`config.mk`:
```
export PLATFORM = sky130hd
export DESIGN_NAME = action_issuer
export DESIGN_NICKNAME = d
export VERILOG_FILES = /design/src/rtl/action_issuer.sv
export SDC_FILE = /design/constraint.sdc
export NUM_CORES = 1
export LEC_CHECK = 0
export CAP_MARGIN = 20
export CORE_ASPECT_RATIO = 0.9
export CORE_MARGIN = 2
export CORE_UTILIZATION = 30
export CTS_BUF_LIST = sky130_fd_sc_hd__clkbuf_16
export DETAILED_ROUTE_END_ITERATION = 16
export GPL_TIMING_DRIVEN = 0
export SLEW_MARGIN = 30
export SYNTH_ARGS = -nofsm -noshare
export SYNTH_HDL_FRONTEND = slang
export SYNTH_SLANG_ARGS = --single-unit
```
`constraint.sdc`:
```
create_clock -name clk -period 3.67 [get_ports clk]
set_input_delay 0.734 -clock clk [delete_from_list [all_inputs] [get_ports clk]]
set_output_delay 0.734 -clock clk [all_outputs]
set_load 0.05 [all_outputs]
```
`src/rtl/action_issuer.sv`:
```
// rtl/action_issuer.sv - two-player button conditioning and action round sequencer
// Each round locks one debounced press per player, then frames it with actionEnable and a quiet gap.
module action_issuer #(
  parameter int DEBOUNCE      = 4,
  parameter int TIMEOUT       = 1000,
  parameter int ENABLE_CYCLES = 2,
  parameter int GAP_CYCLES    = 2,
  parameter int RC_W          = 8
) (
  input  logic            clk,
  input  logic            reset,
  input  logic            isGameOver,
  input  logic [7:0]      btn1,
  input  logic [7:0]      btn2,
  output logic [2:0]      action1,
  output logic [2:0]      action2,
  output logic            actionEnable,
  output logic            p1_locked,
  output logic            p2_locked,
  output logic [RC_W-1:0] round_count
);
  localparam int TW   = (TIMEOUT > 1) ? $clog2(TIMEOUT) : 1;
  localparam int PMAX = (ENABLE_CYCLES > GAP_CYCLES) ? ENABLE_CYCLES : GAP_CYCLES;
  localparam int PW   = $clog2(PMAX + 1);
  localparam logic [TW-1:0] T_LOAD  = TW'(TIMEOUT - 1);
  localparam logic [PW-1:0] E_LAST  = PW'(ENABLE_CYCLES);
  localparam logic [PW-1:0] G_LAST  = PW'(GAP_CYCLES - 1);
  localparam logic [3:0]    DB_FULL = 4'(DEBOUNCE);
  localparam logic [3:0]    DB_EDGE = 4'(DEBOUNCE - 1);
  localparam logic [2:0]    AWAIT   = 3'b010;

  typedef enum logic [2:0] {S_IDLE, S_COLLECT, S_ISSUE, S_GAP, S_OVER} state_t;

  logic [15:0] meta;
  logic [15:0] synced;
  logic [15:0] press;
  logic [3:0]  db_cnt [16];

  always_ff @(posedge clk) begin
    if (reset) begin
      meta   <= '0;
      synced <= '0;
      for (int i = 0; i < 16; i++) db_cnt[i] <= '0;
    end else begin
      meta   <= {btn2, btn1};
      synced <= meta;
      for (int i = 0; i < 16; i++) begin
        if (!synced[i])                db_cnt[i] <= '0;
        else if (db_cnt[i] != DB_FULL) db_cnt[i] <= db_cnt[i] + 4'd1;
      end
    end
  end

  // A press is the edge on which the counter reaches DEBOUNCE; saturation keeps a held button silent.
  always_comb begin
    press = '0;
    for (int i = 0; i < 16; i++) press[i] = synced[i] && (db_cnt[i] == DB_EDGE);
  end

  function automatic logic [3:0] pick_lowest(input logic [7:0] ev);
    logic [3:0] r;
    r = 4'b0000;
    for (int i = 7; i >= 0; i--) begin
      if (ev[i]) r = {1'b1, 3'(i)};
    end
    return r;
  endfunction

  logic [3:0] ev1;
  logic [3:0] ev2;
  assign ev1 = pick_lowest(press[7:0]);
  assign ev2 = pick_lowest(press[15:8]);

  state_t          state, state_next;
  logic [TW-1:0]   timer, timer_next;
  logic [PW-1:0]   phase, phase_next;
  logic [2:0]      pend1, pend1_next, pend2, pend2_next;
  logic [2:0]      act1_next, act2_next;
  logic            lock1_next, lock2_next, en_next;
  logic [RC_W-1:0] rc_next;

  always_ff @(posedge clk) begin
    if (reset) begin
      state        <= S_IDLE;
      timer        <= '0;
      phase        <= '0;
      pend1        <= AWAIT;
      pend2        <= AWAIT;
      p1_locked    <= 1'b0;
      p2_locked    <= 1'b0;
      action1      <= AWAIT;
      action2      <= AWAIT;
      actionEnable <= 1'b0;
      round_count  <= '0;
    end else begin
      state        <= state_next;
      timer        <= timer_next;
      phase        <= phase_next;
      pend1        <= pend1_next;
      pend2        <= pend2_next;
      p1_locked    <= lock1_next;
      p2_locked    <= lock2_next;
      action1      <= act1_next;
      action2      <= act2_next;
      actionEnable <= en_next;
      round_count  <= rc_next;
    end
  end

  always_comb begin
    state_next = state;
    timer_next = timer;
    phase_next = phase;
    pend1_next = pend1;
    pend2_next = pend2;
    lock1_next = p1_locked;
    lock2_next = p2_locked;
    act1_next  = action1;
    act2_next  = action2;
    en_next    = 1'b0;
    rc_next    = round_count;
    case (state)
      S_IDLE: begin
        if (isGameOver) begin
          state_next = S_OVER;
        end else begin
          state_next = S_COLLECT;
          timer_next = T_LOAD;
          lock1_next = 1'b0;
          lock2_next = 1'b0;
        end
      end
      S_COLLECT: begin
        if (isGameOver) begin
          state_next = S_OVER;
        end else begin
          if (ev1[3] && !p1_locked) begin
            pend1_next = ev1[2:0];
            lock1_next = 1'b1;
          end
          if (ev2[3] && !p2_locked) begin
            pend2_next = ev2[2:0];
            lock2_next = 1'b1;
          end
          if (lock1_next && lock2_next) begin
            state_next = S_ISSUE;
            phase_next = '0;
          end else if (timer == '0) begin
            state_next = S_ISSUE;
            phase_next = '0;
            if (!lock1_next) pend1_next = AWAIT;
            if (!lock2_next) pend2_next = AWAIT;
          end else begin
            timer_next = timer - 1'b1;
          end
        end
      end
      S_ISSUE: begin
        // Phase 0 lets the pending registers settle; the codes and enable appear on its closing edge.
        if (phase == '0) begin
          act1_next = pend1;
          act2_next = pend2;
          rc_next   = round_count + 1'b1;
        end
        if (phase == E_LAST) begin
          state_next = S_GAP;
          phase_next = '0;
        end else begin
          en_next    = 1'b1;
          phase_next = phase + 1'b1;
        end
      end
      S_GAP: begin
        if (phase == G_LAST) begin
          if (isGameOver) begin
            state_next = S_OVER;
          end else begin
            state_next = S_COLLECT;
            timer_next = T_LOAD;
            lock1_next = 1'b0;
            lock2_next = 1'b0;
          end
        end else begin
          phase_next = phase + 1'b1;
        end
      end
      S_OVER: begin
        state_next = S_OVER;
      end
      default: begin
        state_next = S_IDLE;
      end
    endcase
  end
endmodule
```
* Yosys cells after proc, flatten, opt, wreduce, memory -nomap -nowiden
Memory sizes are Yosys's and may differ from the RTL's.
Cells that the tools add are included.
** Operators by class
- Muxes and demuxes :: 204
- Add/sub/neg operators :: 19
- Reductions and logical operators :: 33
- Eq/ne operators :: 46
- Bitwise logic cells :: 34
** Operators by type and width (number)
- 4-bit two-way mux :: 48
- 1-bit two-way mux :: 127
- 4-bit by 1-bit adder with 4-bit output (second input constant) :: 16
- 4-bit by 2-bit equality test with 1-bit output (second input constant) :: 16
- 4-bit by 3-bit != test with 1-bit output (second input constant) :: 16
- 10-bit two-way mux :: 5
- 3-bit two-way mux :: 14
- 1-bit OR :: 32
- 10-bit one-hot mux with 3 select lines :: 1
- 1-bit logical AND :: 19
- 3-bit one-hot mux with 5 select lines :: 1
- 2-bit != test (second input constant) :: 6
- 10-bit zero test :: 1
- 2-bit two-way mux :: 5
- 10-bit by 1-bit subtractor with 10-bit output (second input constant) :: 1
- 8-bit by 1-bit adder with 8-bit output (second input constant) :: 1
- 3-bit by 2-bit equality test with 1-bit output (second input constant) :: 2
- 1-bit one-hot mux with 3 select lines :: 2
- 2-bit one-hot mux with 3 select lines :: 1
- 3-bit AND reduction :: 2
- 3-bit nonzero test :: 2
- 5-bit AND reduction :: 1
- 4-bit != test (second input constant) :: 1
- 2-bit AND reduction :: 2
- 12 further kinds :: 14
** Storage, ports and cells
- Memories kept :: 1
- Bits in registers :: 70
- Input bits :: 19
- Memory bits (writable) :: 64
- Output and inout port bits :: 17
** Memories
- db_cnt :: depth 16, bits a word 4, rd ports 16, clocked after Yosys merged registers in 0, write ports 16, RTL line 37 : logic [3:0] db_cnt [16];

* Depth between registers and ports, before layout
- Depth in word-level cells :: 18
- Depth in mapped cells :: 8
- Mapped depth without buffers :: 7

* Worst setup path after synthesis
No wires, ideal clock.
- Path kind :: input to register
- Start point :: input isGameOver
- End point :: register timer[0]
- Data required time :: 3533 ps
- Path slack :: 1023 ps
- Library setup time :: 137 ps
- Data arrival time :: 2510 ps
- Buffers on the path :: 1
- Cell stages on the path :: 6
- Path through :: clkbuf_1 > or4b_2 > nor2_1 > or4b_1 > a21oi_1 > a211oi_1
** Between the ends
- Longest elaborated chain between the ends :: 3
** RTL lines
- start, declared :: RTL line 12 : input logic isGameOver,
- 10-bit two-way mux (2 in a row)
- 10-bit one-hot mux with 3 select lines
- end signal, assigned :: RTL line 97 : timer <= timer_next;
- end, declared :: RTL line 75 : logic [TW-1:0] timer, timer_next;
Parallel ways exist; a longest one is shown, timed or not. The select of a mux whose other input is x is not followed.
A chain may end at the register's enable or synchronous reset.

* Final worst setup path
- Start point :: register timer[0]
- End point :: register timer[9]
** Between the ends
- Longest elaborated chain between the ends :: 5
** RTL lines
- 10-bit by 1-bit subtractor with 10-bit output :: RTL line 154 : timer_next = timer - 1'b1;
- 10-bit two-way mux :: RTL line 148 : end else if (timer == '0) begin
- 10-bit two-way mux :: RTL line 145 : if (lock1_next && lock2_next) begin
- 10-bit two-way mux :: RTL line 134 : if (isGameOver) begin
- 10-bit one-hot mux with 3 select lines :: RTL line 122 : case (state)
Parallel ways exist; a longest one is shown, timed or not. The select of a mux whose other input is x is not followed.

==> metrics.yaml <==
sta:
  tns_ps: 0
  fmax_mhz: 318
  slew_headroom_pct: 39.1
  setup-violations-final: 0
  slew_violations: 0
  fin_crit_ps: 3140
  tightestPinTransition_ps: 901
  hold_viol_final: 0
  rsz0062_at_grt: "false"
  final.setup_skew_ps: 9.61
  fin_crit_sh_pct: 85.6
worst_hold_path:
  min-delay-start: "meta[12]"
  hold_depth: 1
  min_to: "synced[12]"
  hold_path.class: "reg2reg"
die:
  rows: 51
  start_util_pct: 30.7
  dieArea_um2: 23500
  die_w_um: 161
  core_area_um2: 21800
  die_height_um: 145
  ios: 36
pwr:
  peakVddDrop_uv: 252
  p_total_mw: 3.57
  p_leak_nw: 2.96
  powerDensity_nw_per_um2: 449
worst_setup_path:
  critPathSlowestCell: "o31ai_1"
  worstReg2RegStart: "timer[0]"
  r2r_end: "timer[9]"
  worstPathMaxFanout: 10
  critPathBufInv: 2
  path_cells: "inv_1 > ha_1 > or4b_1 > nor3b_1 > buf_2 > nor4_2 > o31ai_1 > a2111oi_0"
  reg2reg_depth: 8
  path_class: "reg2reg"
  cpPeakStageDelay_ps: 620
  critical_path.top_delay_family: "simple AND/OR/NAND/NOR gates"
  end_kind: "register"
  cp_data_required_time_ps: 3930
  rrSetupSlack_ps: 530
  cp-start-kind: "register"
  cp.arrival_ps: 3410
yosys:
  synth_nets: 741
  syn_area_um2: 6670
  yosys_most_used_dff: "dfxtp_1"
  synth_seq_cells: 134
  synth_area_per_cell_um2: 9.76
  syn_inst: 684
  async_flop_share_pct: 0
  yosysUniqueCellTypes: 58
  ys_warn_count: 0
  synth-edff-count: 64
  seq_area_frac_synth_pct: 49.8
global_route:
  grt_first_pass_wirelength_um: 22300
  antenna_found_initial: 0
  grt_util_all_layers_pct: 11.9
  grt_max_degree: 17
  grt_pass1_vias: 4642
  grt-ovfl-total: 0
layout:
  area_delta_synth_final_pct: 19.4
  nNetsFinal: 793
  finalInstanceArea_um2: 7960
  nFillCells: 2218
  n_antenna_cell: 0
  drive_gt1_share_pct: 5.74
placement:
  port_buffers: 33
  gp_congestion: 0.785
  dpl.hpwl_um: 9520
  placed_area_um2: 7370
clock_network:
  cts.sink_count: 134
  insertion_delay_ps: 420
  cts_setup_buffers: 0
  path_clk_slew_ps: 60
  cts-root-buf: "clkbuf_16"
  htree_levels: 4
  ctsResizeCount: 0
  clockBufferDepth: 2
  cts_tree: "done"
  cts_buffers: 17
  hold_buffers: 0
detailed_routing:
  drt_pass1_iterations: 4
  via_per_inst: 4.70
  drc: 0
  antenna_left: 0
  routed_wl_um: 13100
  vias: 4886
  drt_iter0_drc: 339
  post_drt_wl_per_cell_um: 12.6
run_status:
  status: "complete, no violations"
run:
  maxCapViolCount: 0
-- cell usage in the layout, fill, tap and decap left out, drive strengths merged, types with 25 or more instances in the layout --
cell / instances
clkbuf: 33
clkdlybuf4s50: 33
dfxtp: 70
edfxtp: 64
ha: 38
inv: 64
nand2: 48
nand3: 25
nor2: 113
nor2b: 50
o21ai: 26
-- kinds of logic after synthesis --
family | after synthesis | synth area share, %
multiplexers | 8 | 1.20
flip-flops | 134 | 49.8
AO/OA/AOI/OAI | 79 | 8.04
buffers and inverters | 77 | 4.37
AND/OR/NAND/NOR | 309 | 24.3
adder cells (fa/ha/maj) | 38 | 7.13
XOR/XNOR | 39 | 5.12
-- state kept, by name (all words and copies together) (netlist names) --
name and cells:
timer 10, state 3, action1 3, synced 16, action2 3, pend1 3, actionEnable 1, meta 16
db_cnt 64, pend2 3, p2_locked 1, phase 2, round_count 8, p1_locked 1
-- stage by stage --
step                utilization (%)  cells  worst slack [ps]  hold WS (ps)
detailed placement             33.9   1008               614           422
CTS                            36.6   1040               581           436
global route                   36.6   1040               326           455
finish                         36.6   1040               527           434
floorplan                         -    684              1020           414
global placement               33.9   1008               530           420
-- synth_stat cells (4+ instances only) --
cell        n  area share [%]
nor2b_1    50             4.7
nand4_1     4            0.37
nor2_1    113             6.4
nor4bb_1   11             1.7
dfxtp_1    70              21
clkbuf_1   15            0.84
nand2_1    48             2.7
xor2_1     21             2.8
o21ai_0    26             2.0
xnor2_1    18             2.4
or4bb_1     5            0.84
edfxtp_1   64              29
nor4_1      7            0.66
or4_1       6            0.67
nor3_1     12            0.90
inv_1      59             3.3
o31ai_1     7            0.79
mux2i_1     8             1.2
a21oi_1     8            0.60
ha_1       38             7.1
nand3_1    25             1.9
a211oi_1    9             1.0
-- power by group --
group / internal, mW / switching (mW) / leakage, nW
Clock: 1.04 / 0.670 / 0.289
Combinational: 0.0969 / 0.141 / 1.31
Sequential: 1.59 / 0.0299 / 1.36
Total: 2.73 / 0.841 / 2.96
-- final cells by class --
class / count / area [um2] / share of cell area (%)
sequential: 134 / 3320 / 41.7
clock inverter: 14 / 146 / 1.84
buffer: 18 / 70.1 / 0.880
multi-input combinational: 473 / 3060 / 38.4
clock buffer: 18 / 450 / 5.66
timing repair buffer: 33 / 330 / 4.15
tap: 291 / 364 / 4.57
inverter: 59 / 221 / 2.78
-- metal layers --
metal / GRT usage (%) / share of wire (%)
met1: 16.0 / 51
met2: 18.2 / 43
met5: 0 / 0
met3: 3.65 / 4.9
met4: 3.79 / 1.0
-- worst max-delay path by stage --
| stage | start | end | cells past startpoint |
|---|---|---|---|
| global route | timer[0] | timer[9] | 8 |
| floorplan | isGameOver | timer[0] | 6 |
| global placement | timer[0] | timer[9] | 8 |
| finish | timer[0] | timer[9] | 8 |
| detailed placement | timer[0] | timer[9] | 8 |
| CTS | timer[0] | timer[9] | 8 |
-- worst reg2reg max path, delay by kind of cell (launching register included) --
kind            cells  cell delay [ps]
compound gates      2              830
fa+ha+maj           1              240
buf+inv             2              450
flops               1              340
simple gates        3             1140
Power figures use the tool's default switching activity.
